**src/rtl/pipe_stage_reg.sv**
```systemverilog
// pipe_stage_reg: elastic pipeline register between RV32 stages.
// Valid/ready handshake, flush to bubble, optional two-entry skid buffer.
//
// Ports:
//   clk        rising-edge clock
//   rst        asynchronous active-low reset
//   flush      synchronous kill of all held beats (highest priority)
//   in_valid   upstream beat present
//   in_ready   stage can accept a beat this cycle
//   in_ctrl    upstream control bundle (CTRL_W)
//   in_data    upstream payload (DATA_W)
//   out_valid  downstream beat present
//   out_ready  downstream accepts this cycle (0 = stall)
//   out_ctrl   control bundle, 0 whenever out_valid=0
//   out_data   payload, don't-care when out_valid=0
//   occupancy  number of held beats (0..2)
module pipe_stage_reg #(
    parameter int DATA_W = 96,
    parameter int CTRL_W = 12,
    parameter int SKID   = 1
) (
    input  logic              clk,
    input  logic              rst,
    input  logic              flush,
    input  logic              in_valid,
    output logic              in_ready,
    input  logic [CTRL_W-1:0] in_ctrl,
    input  logic [DATA_W-1:0] in_data,
    output logic              out_valid,
    input  logic              out_ready,
    output logic [CTRL_W-1:0] out_ctrl,
    output logic [DATA_W-1:0] out_data,
    output logic [1:0]        occupancy
);

    localparam bit HAS_SKID = (SKID != 0);

    typedef enum logic [1:0] {
        EMPTY = 2'd0,
        ONE   = 2'd1,
        TWO   = 2'd2
    } state_t;

    state_t state;
    state_t state_nx;

    logic [CTRL_W-1:0] main_ctrl;
    logic [DATA_W-1:0] main_data;
    logic [CTRL_W-1:0] skid_ctrl;
    logic [DATA_W-1:0] skid_data;

    logic accept;
    logic drain;
    logic ld_main_in;
    logic ld_main_skid;
    logic ld_skid;
    logic clr_main;
    logic clr_skid;

    assign out_valid = (state != EMPTY);
    assign drain     = out_valid && out_ready;
    // A beat offered alongside flush is dropped.
    assign accept    = in_valid && in_ready && !flush;

    generate
        if (HAS_SKID) begin : g_skid
            // Depends on the state register only: no out_ready path.
            assign in_ready = (state != TWO);
        end else begin : g_pass
            assign in_ready = rst ? (!out_valid || out_ready) : out_ready;
        end
    endgenerate

    always_comb begin
        state_nx     = state;
        ld_main_in   = 1'b0;
        ld_main_skid = 1'b0;
        ld_skid      = 1'b0;
        clr_main     = 1'b0;
        clr_skid     = 1'b0;
        if (flush) begin
            state_nx = EMPTY;
            clr_main = 1'b1;
            clr_skid = 1'b1;
        end else begin
            unique case (state)
                EMPTY: begin
                    if (accept) begin
                        state_nx   = ONE;
                        ld_main_in = 1'b1;
                    end
                end
                ONE: begin
                    if (accept && drain) begin
                        ld_main_in = 1'b1;
                    end else if (accept && HAS_SKID) begin
                        state_nx = TWO;
                        ld_skid  = 1'b1;
                    end else if (drain) begin
                        state_nx = EMPTY;
                        clr_main = 1'b1;
                    end
                end
                TWO: begin
                    // Skid beat is younger, so it moves up only after main drains.
                    if (drain) begin
                        state_nx     = ONE;
                        ld_main_skid = 1'b1;
                        clr_skid     = 1'b1;
                    end
                end
                default: begin
                    state_nx = EMPTY;
                    clr_main = 1'b1;
                    clr_skid = 1'b1;
                end
            endcase
        end
    end

    always_ff @(posedge clk or negedge rst) begin
        if (!rst) begin
            state <= EMPTY;
        end else begin
            state <= state_nx;
        end
    end

    always_ff @(posedge clk or negedge rst) begin
        if (!rst) begin
            main_ctrl <= '0;
            main_data <= '0;
            skid_ctrl <= '0;
            skid_data <= '0;
        end else begin
            if (ld_main_in) begin
                main_ctrl <= in_ctrl;
                main_data <= in_data;
            end else if (ld_main_skid) begin
                main_ctrl <= skid_ctrl;
                main_data <= skid_data;
            end else if (clr_main) begin
                main_ctrl <= '0;
            end
            if (ld_skid) begin
                skid_ctrl <= in_ctrl;
                skid_data <= in_data;
            end else if (clr_skid) begin
                skid_ctrl <= '0;
            end
        end
    end

    assign out_ctrl  = out_valid ? main_ctrl : '0;
    assign out_data  = main_data;
    assign occupancy = state;

endmodule

```
**config.mk**
```make
export PLATFORM = sky130hd
export DESIGN_NAME = pipe_stage_reg
export DESIGN_NICKNAME = d
export VERILOG_FILES = /design/src/rtl/pipe_stage_reg.sv
export SDC_FILE = /design/constraint.sdc
export NUM_CORES = 1
export LEC_CHECK = 0
export ABC_AREA = 0
export CAP_MARGIN = 20
export CELL_PAD_IN_SITES_DETAIL_PLACEMENT = 1
export CELL_PAD_IN_SITES_GLOBAL_PLACEMENT = 1
export CORE_ASPECT_RATIO = 0.5
export CORE_MARGIN = 1
export CORE_UTILIZATION = 36
export DETAILED_ROUTE_END_ITERATION = 8
export PLACE_DENSITY = 0.79
export SLEW_MARGIN = 20
export SYNTH_ARGS = -nofsm -noshare
export SYNTH_HDL_FRONTEND = slang
export SYNTH_SLANG_ARGS = --single-unit
```
**constraint.sdc**
```tcl
create_clock -name clk -period 2 [get_ports clk]
set_clock_uncertainty 0.2 [all_clocks]
set_input_delay 0.2 -clock clk [delete_from_list [all_inputs] [get_ports clk]]
set_output_delay 0.2 -clock clk [all_outputs]
set_load 0.02 [all_outputs]
```
== Word-level counts from Yosys, hierarchy flattened ==
Cells that the tools add are included.

* Flip-flop bits (word level): 218
* RAM bits: 0
* Input bits: 113
* Output and inout port bits: 112
* Latch bits: 0
* Memories: 0
* Memory bits (read-only): 0

* Shift-type cells: 0
* Div/mod/pow operators: 0
* Reduce and logical (&&, ||, !) cells: 13
* Bitwise logic cells: 0
* Equal/unequal tests: 7
* Multiply operators: 0
* Add/sub/neg operators: 0
* Mux-type cells: 31
* Order comparisons: 0

{| class="wikitable"
|+ Operators with widths
! kind !! number
|-
| 96-bit 2-to-1 mux || 2
|-
| 12-bit 2-to-1 mux || 6
|-
| 1-bit 2-to-1 mux || 13
|-
| 2-bit 2-to-1 mux || 6
|-
| 3-bit != test, second input constant || 3
|-
| 1-bit one-hot mux with 2 select lines || 3
|-
| 2-bit one-hot mux with 3 select lines || 1
|-
| 2-bit nonzero test || 3
|-
| 1-bit logical AND || 4
|-
| 4-bit != test, second input constant || 1
|-
| 4-bit AND reduction || 1
|-
| 2-bit OR reduction || 2
|-
| 3-bit nonzero test || 1
|-
| 2-bit by 1-bit equality test with 1-bit output, second input constant || 1
|-
| 2-bit equality test, second input constant || 1
|-
| 2-bit logical NOT || 1
|-
| 2-bit != test, second input constant || 1
|-
| 1-bit logical NOT || 1
|}

== Longest topological paths before layout ==
* Depth after elaboration: 10
* Gate-level depth with buffers: 7
* Mapped depth without buffers: 3

== Worst setup path before layout ==
No wires, ideal clock.

* Path type: register to register
* Start: reg state[1] (netlist: occupancy[1])
* End: reg main_data[27] (netlist: out_data[27])
* Path slack: -0.071 ns
* Cell stages (with the launch flop): 8
* Clock period less this slack: 2.071 ns
* Required time: 1.674 ns
* Buffers on the path: 4
* Arrival time: 1.745 ns
* Cell sequence: dfrtp_1 > buf_2 > and4bb_2 > buf_2 > a21oi_2 > buf_2 > buf_4 > a221o_1

* Cells in the longest elaborated chain, start to end: 8
* Elaborated cells on any way between the ends: 18
* Classes of those cells: 3 x eq/ne; 8 x mux; 7 x reduce/logical

{| class="wikitable"
|+ Ends and longest elaborated chain
! what !! RTL line !! RTL
|-
| start, declared || 44 || <nowiki>state_t state;</nowiki>
|-
| start signal, assigned || 125 || <nowiki>state <= state_nx;</nowiki>
|-
| 2-bit != test || 68 || <nowiki>assign in_ready = (state != TWO);</nowiki>
|-
| 1-bit logical AND (2 in a row) || 63 || <nowiki>assign accept = in_valid && in_ready && !flush;</nowiki>
|-
| 1-bit logical AND || 94 || <nowiki>if (accept && drain) begin</nowiki>
|-
| 1-bit 2-to-1 mux || 94 ||
|-
| 1-bit one-hot mux with 2 select lines || 86 || <nowiki>unique case (state)</nowiki>
|-
| 1-bit 2-to-1 mux || 81 || <nowiki>if (flush) begin</nowiki>
|-
| 96-bit 2-to-1 mux / 2-bit nonzero test (equally long branches) || n/a ||
|-
| end signal, assigned || 138 || <nowiki>main_data <= in_data;</nowiki>
|-
| end signal, assigned || 141 || <nowiki>main_data <= skid_data;</nowiki>
|-
| end, declared || 48 || <nowiki>logic [DATA_W-1:0] main_data;</nowiki>
|}

Several ways; a longest one is shown, not always the timed one.
A chain may end at the register's enable or synchronous reset.

== Worst setup path after layout ==
* Start: reg main_data[93] (netlist: out_data[93])
* End: out out_data[93]

{| class="wikitable"
|+ RTL lines
! what !! RTL line !! RTL
|-
| end, declared || 32 || <nowiki>output logic [DATA_W-1:0] out_data,</nowiki>
|}

No word-level cell between the ends.

==> results.py <==
metrics = {
    "die": {
        "dieWidth_um": 229,
        "ioPinCount": 225,
        "start_util": 0.367,
        "rows": 41,
        "core-area_um2": 25200,
        "die_y_um": 115,
        "dieArea_um2": 26300,
    },
    "drt": {
        "ant_nets": 0,
        "routedWlPerCell_um": 20.4,
        "dr.pass1.iters": 7,
        "vias": 6570,
        "drc": 0,
        "wl_mm": 25.7,
        "drt-initial-drc-count": 440,
        "via_per_inst": 5.21,
    },
    "yosys": {
        "synth-async-reset-ratio": 1.00,
        "ys_types": 32,
        "synth-seq-cells": 218,
        "synth_warnings": 0,
        "syn_nets": 782,
        "synth_area_per_cell_um2": 13.8,
        "ys.flop_type": "dfrtp_1",
        "syn_inst": 669,
        "ys_seq_area_frac": 0.591,
        "netlist_area_um2": 9240,
        "synth_edf_count": 0,
    },
    "timing": {
        "hold_slack_ps": 110,
        "setup_violations": 0,
        "finalWorstPathRequiredPeriod_ps": 1950,
        "period_share": 0.975,
        "fmax_ghz": 0.513,
        "relSlewSlack": 0.675,
        "tightest_slew_ps": 487,
        "hold_viol_final": 0,
        "slew_viol_final": 0,
    },
    "finish": {
        "nets": 1015,
        "stdcell_area_um2": 12800,
        "drive_gt1_frac": 0.209,
        "area_growth_pct": 38.0,
        "antennaDiodeCount": 0,
        "utilization": 0.506,
        "fin_cells": 1261,
        "fillCellCount": 2523,
    },
    "setup_path": {
        "crit_path_end_kind": "output pin",
        "crit_start": "out_data[93]",
        "worstPathRequired_ps": 1600,
        "cp_num_buf_inv": 1,
        "critPathTopFamily": "buffers and inverters",
        "max_stage_delay_ps": 670,
        "r2r-start": "occupancy[1]",
        "worst-path-max-fanout": 2,
        "r2r_slack_ps": 120,
        "cp.arrival_ps": 1550,
        "crit_type": "reg -> out",
        "path_cells": "clkdlybuf4s50_1",
        "cpMaxStageDelayCell": "clkdlybuf4s50_1",
        "crit_path_start_kind": "register",
    },
    "global_route": {
        "grt_max_degree": 63,
        "grt_first_pass_wirelength_mm": 41.0,
        "grt_pass1_vias": 7105,
        "overflow": 0,
        "grt_usage": 0.196,
        "antenna_found_initial": 0,
    },
    "clock_tree": {
        "worstSkewPairLatency_ps": 510,
        "root_buffer": "clkbuf_16",
        "ctsLongestPathBuffers": 3,
        "cts_tree": "built",
        "cts_htree_levels": 1,
        "postCtsSetupBuffers": 0,
        "tritoncts.num_buffers": 22,
        "cts.sinks": 218,
        "clk_pin_slew_worst_paths_ps": 60,
    },
    "run": {
        "drv_cap": 0,
    },
    "placement": {
        "placed_area_um2": 12000,
        "gp_congestion": 0.758,
        "io_buffer_count": 224,
        "hpwl_mm": 17.0,
        "dp.cells": 1218,
    },
    "pwr": {
        "seqPwrFrac": 0.449,
        "p_per_area_nw_per_um2": 1020,
        "p_leak_nw": 5.73,
        "finalPower_mw": 13.0,
        "netSwitchingFraction": 0.266,
        "vdd_drop_max_v": 0.000476,
        "power_frac_comb": 0.228,
        "p_sw_mw": 3.45,
        "p_int_mw": 9.52,
        "clockPowerShare": 0.323,
    },
    "worst_hold_path": {
        "min_path_type": "in -> reg",
        "hold_start": "in_ctrl[2]",
    },
    "run_status": {
        "status": "complete, no violations",
    },
}
repair_timing:
action	4_1_cts	5_1_grt
hold buffers	3	0
gates cloned	0	1
resized for setup	51	12
setup endpoints to repair	17	13
pin swaps	0	0
endpoints found under the hold margin	218	0
final cells by class:
cell class / instances / area, µm² / share of cell area
Clock buffer: 36 / 694 / 0.0545
Clock inverter: 3 / 40.0 / 0.00314
Inverter: 26 / 97.6 / 0.00765
Multi-Input combinational cell: 370 / 3410 / 0.267
Sequential cell: 218 / 5460 / 0.428
Tap cell: 344 / 430 / 0.0338
Timing Repair Buffer: 264 / 2620 / 0.206
layer usage:
layer,up-vias,share of wire,global-route usage
li1,2919,-,-
met1,3464,0.42,0.248
met2,130,0.52,0.347
met3,57,0.026,0.0305
met4,0,0.034,0.0644
met5,-,0,0
cells in the mapped netlist, types with 2 or more instances:
cell	number	area share
dfrtp_1	218	0.59
inv_1	26	0.011
a221o_1	96	0.10
o31ai_1	12	0.0098
buf_2	22	0.012
nor2_1	15	0.0061
nand2b_1	2	0.0014
nand3_1	12	0.0065
a32oi_1	12	0.011
mux2_4	40	0.065
buf_6	4	0.0049
buf_4	10	0.0081
mux2i_1	13	0.014
and2_1	97	0.066
nor2b_1	2	0.0014
clkbuf_1	17	0.0069
mux2_2	56	0.068
state kept, by name, summed over array words and instances (netlist names):
name       flops
main_ctrl     12
occupancy      2
out_data      96
skid_ctrl     12
skid_data     96
through the flow:
stage	TNS, ps	worst slack [ps]
6_report	0	50.8
3_3_place_gp	-30980	-203
2_1_floorplan	0	1.06
5_1_grt	-1.37	-1.37
4_1_cts	-57.4	-57.4
3_5_place_dp	-37860	-267
path summary, 6_finish.rpt:
kind	endpoint	cells after the start
hold reg to reg	skid_data[48]	1
setup / recovery	out_data[93]	1
hold / removal	skid_ctrl[2]	3
max in group asynchronous	out_data[4]	4
setup reg to reg	skid_data[64]	4
min in group asynchronous	skid_data[43]	3
cell families after synthesis:
| kind of cell | synth area share |
|---|---|
| muxes | 0.147 |
| buffers and inverters | 0.0433 |
| AOI/OAI and AO/OA | 0.132 |
| DFF | 0.591 |
| and+or+nand+nor | 0.0872 |
power by group through the flow:
stage | Combinational (mW) | Clock [mW] | Sequential (mW)
final | 2.96 | 4.19 | 5.82
after global routing | 3.15 | 4.47 | 5.93
after CTS | 2.99 | 4.31 | 5.82
after detailed placement | 2.98 | 0 | 5.87
after global placement | 2.89 | 0 | 5.82
after floorplan | 1.18 | 0 | 6.17
cell usage in the layout, fill, tap and decap left out, types with 3 or more instances in the layout:
cell type | netlist | routed
clkdlybuf4s50_1 | 0 | 206
o31ai_1 | 12 | 12
mux2_4 | 40 | 40
clkbuf_8 | 0 | 8
clkbuf_1 | 17 | 6
mux2_2 | 56 | 56
nor2_1 | 15 | 14
buf_4 | 10 | 25
a32oi_1 | 12 | 12
nand3_1 | 12 | 12
clkbuf_16 | 0 | 23
dlygate4sd2_1 | 0 | 3
a221o_1 | 96 | 96
buf_2 | 22 | 12
and2_1 | 97 | 96
inv_1 | 26 | 26
mux2i_1 | 13 | 13
dfrtp_1 | 218 | 216
buf_12 | 0 | 11
No activity file was read; power rests on OpenSTA's default activity.
